--- src/rtl/udc_pkg.sv ---
// udc_pkg: shared definitions for the modulo-N up/down counter.
// Holds the direction encodings and the elaboration-time MODULUS range check.
// Optional saturate mode is controlled by the UDC_SAT_MODE_EN macro.
package udc_pkg;

   localparam logic UDC_DIR_UP   = 1'b1;
   localparam logic UDC_DIR_DOWN = 1'b0;

   // A modulus is legal when it spans at least two states and fits in the counter width.
   function automatic bit udc_modulus_ok(input int width, input int modulus);
      longint span;
      span = longint'(1) << width;
      return (modulus >= 2) && (longint'(modulus) <= span);
   endfunction

endpackage

--- src/rtl/udc_next.sv ---
// udc_next: combinational next-state unit for the modulo-N up/down counter.
// Computes next count and terminal-count flag from the current count and the controls.
// Saturate handling (sat input) exists only when UDC_SAT_MODE_EN is defined.
module udc_next
   import udc_pkg::*;
#(
   parameter int WIDTH   = 4,
   parameter int MODULUS = 16
) (
   input  logic [WIDTH-1:0] count,
   input  logic             ud,
   input  logic             en,
   input  logic             load,
   input  logic [WIDTH-1:0] load_val,
`ifdef UDC_SAT_MODE_EN
   input  logic             sat,
`endif
   output logic [WIDTH-1:0] next_count,
   output logic             next_tc
);

   // One extra bit keeps MODULUS = 2^WIDTH from overflowing the bound constant.
   localparam logic [WIDTH:0] MAX_VAL = (WIDTH+1)'(MODULUS - 1);
   localparam logic [WIDTH:0] ONE     = (WIDTH+1)'(1);

   logic [WIDTH:0] cur_ext;
   logic [WIDTH:0] load_ext;
   logic [WIDTH:0] next_ext;
   logic           sat_mode;
   logic           unused_msb;

   assign cur_ext  = {1'b0, count};
   assign load_ext = {1'b0, load_val};

`ifdef UDC_SAT_MODE_EN
   assign sat_mode = sat;
`else
   assign sat_mode = 1'b0;
`endif

   // Priority load > count > hold; wrap tests compare against MAX_VAL, never rollover.
   always_comb begin
      next_ext = cur_ext;
      next_tc  = 1'b0;
      if (load) begin
         next_ext = (load_ext > MAX_VAL) ? MAX_VAL : load_ext;
      end else if (en) begin
         if (ud == UDC_DIR_UP) begin
            if (cur_ext < MAX_VAL) begin
               next_ext = cur_ext + ONE;
               if (sat_mode && (next_ext == MAX_VAL)) begin
                  next_tc = 1'b1;
               end
            end else if (!sat_mode) begin
               next_ext = '0;
               next_tc  = 1'b1;
            end
         end else begin
            if (cur_ext != '0) begin
               next_ext = cur_ext - ONE;
               if (sat_mode && (cur_ext == ONE)) begin
                  next_tc = 1'b1;
               end
            end else if (!sat_mode) begin
               next_ext = MAX_VAL;
               next_tc  = 1'b1;
            end
         end
      end
   end

   assign next_count = next_ext[WIDTH-1:0];
   assign unused_msb = next_ext[WIDTH];

endmodule

--- src/rtl/updown_counter_mod.sv ---
// updown_counter_mod: parametrised modulo-N up/down counter with load and
// registered terminal-count pulse. Define UDC_SAT_MODE_EN to add the sat port
// and per-cycle saturate-at-bounds behaviour; otherwise the counter always wraps.
module updown_counter_mod
   import udc_pkg::*;
#(
   parameter int WIDTH   = 4,
   parameter int MODULUS = 16
) (
   input  logic             clk,
   input  logic             rst,
   input  logic             en,
   input  logic             ud,
   input  logic             load,
   input  logic [WIDTH-1:0] load_val,
`ifdef UDC_SAT_MODE_EN
   input  logic             sat,
`endif
   output logic [WIDTH-1:0] count,
   output logic             tc
);

   logic [WIDTH-1:0] next_count;
   logic             next_tc;

   if (!udc_modulus_ok(WIDTH, MODULUS)) begin : g_bad_modulus
      $error("updown_counter_mod: MODULUS must satisfy 2 <= MODULUS <= 2**WIDTH");
   end

   udc_next #(
      .WIDTH   (WIDTH),
      .MODULUS (MODULUS)
   ) u_next (
      .count      (count),
      .ud         (ud),
      .en         (en),
      .load       (load),
      .load_val   (load_val),
`ifdef UDC_SAT_MODE_EN
      .sat        (sat),
`endif
      .next_count (next_count),
      .next_tc    (next_tc)
   );

   // State registers; active-low reset clears count and tc without waiting for clk.
   always_ff @(posedge clk or negedge rst) begin
      if (!rst) begin
         count <= '0;
         tc    <= 1'b0;
      end else begin
         count <= next_count;
         tc    <= next_tc;
      end
   end

endmodule

--- config.mk ---
export PLATFORM = sky130hd
export DESIGN_NAME = updown_counter_mod
export DESIGN_NICKNAME = d
export VERILOG_FILES = /design/src/rtl/udc_pkg.sv /design/src/rtl/udc_next.sv /design/src/rtl/updown_counter_mod.sv
export SDC_FILE = /design/constraint.sdc
export NUM_CORES = 1
export LEC_CHECK = 0
export ABC_AREA = 1
export BUFFER_PORTS_ARGS = -buffer_cell sky130_fd_sc_hd__buf_4
export CORE_AREA = 8 8 45 47
export DETAILED_ROUTE_END_ITERATION = 12
export DIE_AREA = 0 0 53 55
export HOLD_SLACK_MARGIN = 0.1
export PLACE_DENSITY_LB_ADDON = 0.15
export SETUP_SLACK_MARGIN = 0.5
export SLEW_MARGIN = 20
export SYNTH_ARGS = -nofsm -noshare
export SYNTH_HDL_FRONTEND = slang
export SYNTH_SLANG_ARGS = --single-unit
--- constraint.sdc ---
create_clock -name clk -period 3 [get_ports clk]
set_clock_uncertainty 0.05 [all_clocks]
set_input_delay 0.15 -clock clk [delete_from_list [all_inputs] [get_ports clk]]
set_output_delay 0.15 -clock clk [all_outputs]
set_load 0.005 [all_outputs]
==> flow_summary_export.csv <==
group,metric,value,unit
run_status,status,"finished, final reports clean",
final_layout,fin_nets,85,
worst_setup_path,cp_max_fo,7,
clock_tree,clk-insertion-delay-late,0.25,ns
global_routing,antenna_found_initial,0,
clock_tree,cts.htree.levels,1,
placement,portBuffers,13,
global_routing,grtUsageTotal,0.0850,
final_layout,mostFrequentLayoutCell,"nand2_1",
power,leakage,0.287,nW
synth,synthesis.area,378,µm²
worst_setup_path,end_kind,"flip-flop",
placement,dp_hpwl,785,µm
detailed_routing,drc_errors,0,
global_routing,overflow,0,
synth,synthesis.nets,65,
final_layout,drive_gt1_frac,0.260,
worst_setup_path,path_class,"reg -> reg",
sta,worstMarginPinSlew,0.349,ns
worst_setup_path,crit_chain,"inv_1 -> ha_1 -> inv_1 -> nor2_1 -> a21oi_1 -> nand3_1 -> nand2_1 -> nand2_1",
global_routing,grt_pass1_vias,424,
sta,fmax,705,MHz
worst_setup_path,critPathTopFamily,"flip-flops",
worst_setup_path,crit_required,3.09,ns
global_routing,grt_max_degree,10,
final_layout,fillCellCount,160,
floorplanning,rows,14,
placement,place.gp.congestion,0.791,
floorplanning,die_h,55,µm
synth,yosysWarnings,0,
power,power,0.249,mW
synth,ys_ff_latch,5,
detailed_routing,via_per_inst,4.84,
detailed_routing,wl_per_cell,11.5,µm
detailed_routing,dr.pass1.iters,4,
sta,period_needed,1.42,ns
worst_setup_path,crit_cells,8,
floorplanning,start_util,0.273,
clock_tree,cts_max_path_buffers,2,
detailed_routing,vias,431,
sta,finalSetupTns,0,ns
worst_setup_path,path_buf_inv,2,
sta,slew_viol_final,0,
sta,timing.slew.headroom,0.768,
min_path,hp-class,"in -> reg",
worst_setup_path,critical-path-max-stage-delay,0.47,ns
sta,hold_ws,0.105,ns
worst_setup_path,critPathLaunchType,"flip-flop",
worst_setup_path,slowest_stage,"dfrtp_1",
power,power_density,457,nW/µm²
detailed_routing,routed_wirelength,1.02,mm
synth,syn_avg_cell_area,7.00,µm²
sta,finalSetupViolCount,0,
synth,synth-seq-area-share,0.331,
min_path,hold-path-cell-count,3,
sta,hold_violations,0,
worst_setup_path,cp_data_arrival_time,1.51,ns
floorplanning,ios,14,
clock_tree,clock_sinks,5,
power,ir_drop,0.270,mV
floorplanning,core_area,1380,µm²
global_routing,grt_pass1_wl,1.77,mm
floorplanning,die_w,53,µm
clock_tree,tritoncts,"done",
detailed_routing,drt_iter0_drc,13,
clock_tree,clkSlewWorstSetupHoldPaths,0.04,ns
sta,rsz0062_at_grt,"false",
final_layout,final_cell_mix,"15 x nand2_1, 13 x buf_4, 7 x inv_1, 5 x nand3_1, 5 x dfrtp_1",
floorplanning,die-area,2920,µm²
clock_tree,root_buffer,"clkbuf_4",
final_layout,antenna-diode-count,0,
sta,fin_crit_sh,0.473,
synth,syn_inst,54,
synth,ys_types,17,
worst_setup_path,r2r_cells,8,
final_layout,syn2layout_area_growth,44.0,%
final_layout,post-route-util,0.393,
job,maxCapViolations,0,
clock_tree,cts_buffers,3,
detailed_routing,ant_nets,0,
-- flip-flops by register name, indices dropped and copies added, names as in the netlist --
name	flops
count	4
tc	1
-- synthesized netlist by cell type (all sizes together) --
library cell | number | area (µm²)
nand4 | 2 | 12.5
dfrtp | 5 | 125
xor2 | 1 | 8.76
xnor2 | 1 | 8.76
a21oi | 2 | 10.0
ha | 2 | 25.0
nor2 | 5 | 23.8
nand2 | 15 | 56.3
inv | 8 | 30.0
a22oi | 2 | 15.0
o221ai | 1 | 8.76
or2 | 1 | 6.26
buf | 1 | 7.51
o21ai | 3 | 15.0
nand3 | 5 | 25.0
-- worst reg2reg max path, delay by kind of cell, from the launching register on --
kind,cells,cell delay [ns]
buffers and inverters,2,0.20
AOI/OAI and AO/OA,1,0.13
and+or+nand+nor,4,0.24
adders and majority gates,1,0.21
DFF,1,0.47
-- repair_timing --
item                                    4_1_cts  5_1_grt
hold buffers                                  3        0
endpoints found under the setup margin        0        0
hold endpoints to repair                      7        0
gates resized for setup                       0        0
setup buffers                                 0        0
-- path summary, 6_finish.rpt --
check                           slack (ns)                   end                  from
max in group asynchronous             2.61  count[1]$_DFFE_PN0P_                   rst
min in group asynchronous             0.18          tc$_DFF_PN0_                   rst
worst min register to register        0.61  count[3]$_DFFE_PN0P_  count[3]$_DFFE_PN0P_
worst max-delay path                  1.58  count[3]$_DFFE_PN0P_  count[0]$_DFFE_PN0P_
worst max register to register        1.58  count[3]$_DFFE_PN0P_  count[0]$_DFFE_PN0P_
worst min-delay path                  0.11  count[0]$_DFFE_PN0P_           load_val[0]
-- report_power, final --
part	internal, mW	total, mW	switching [mW]
Combinational	0.0396	0.0756	0.0360
Clock	0.0504	0.0790	0.0287
Sequential	0.0753	0.0940	0.0186
-- metrics by stage --
step	setup slack (ns)	cells	cell area, µm²
5_1_grt	1.45	89	544
6_report	1.58	89	544
2_1_floorplan	1.76	54	378
3_5_place_dp	1.60	82	488
4_1_cts	1.60	89	544
3_3_place_gp	1.62	82	488
-- routing by layer --
metal / vias up / track usage / part of all wire
li1: 214 / - / -
met2: 15 / 0.121 / 0.49
met1: 198 / 0.0937 / 0.42
met3: 4 / 0.0401 / 0.058
met4: 0 / 0.0733 / 0.028
met5: - / 0 / 0
-- cells by family after synthesis --
family          synth area share
compound gates             0.129
xor+xnor                  0.0464
fa+ha+maj                 0.0662
buf+inv                   0.0993
flops                      0.331
simple gates               0.328
-- area by class of cell --
class,instances,area (µm²),share of cell area
Multi-Input combinational cell,40,215,0.395
Timing Repair Buffer,16,128,0.234
Sequential cell,5,125,0.230
Inverter,8,30.0,0.0552
Clock buffer,4,26.3,0.0483
Tap cell,16,20.0,0.0368
(Power assumes the default switching activity.)
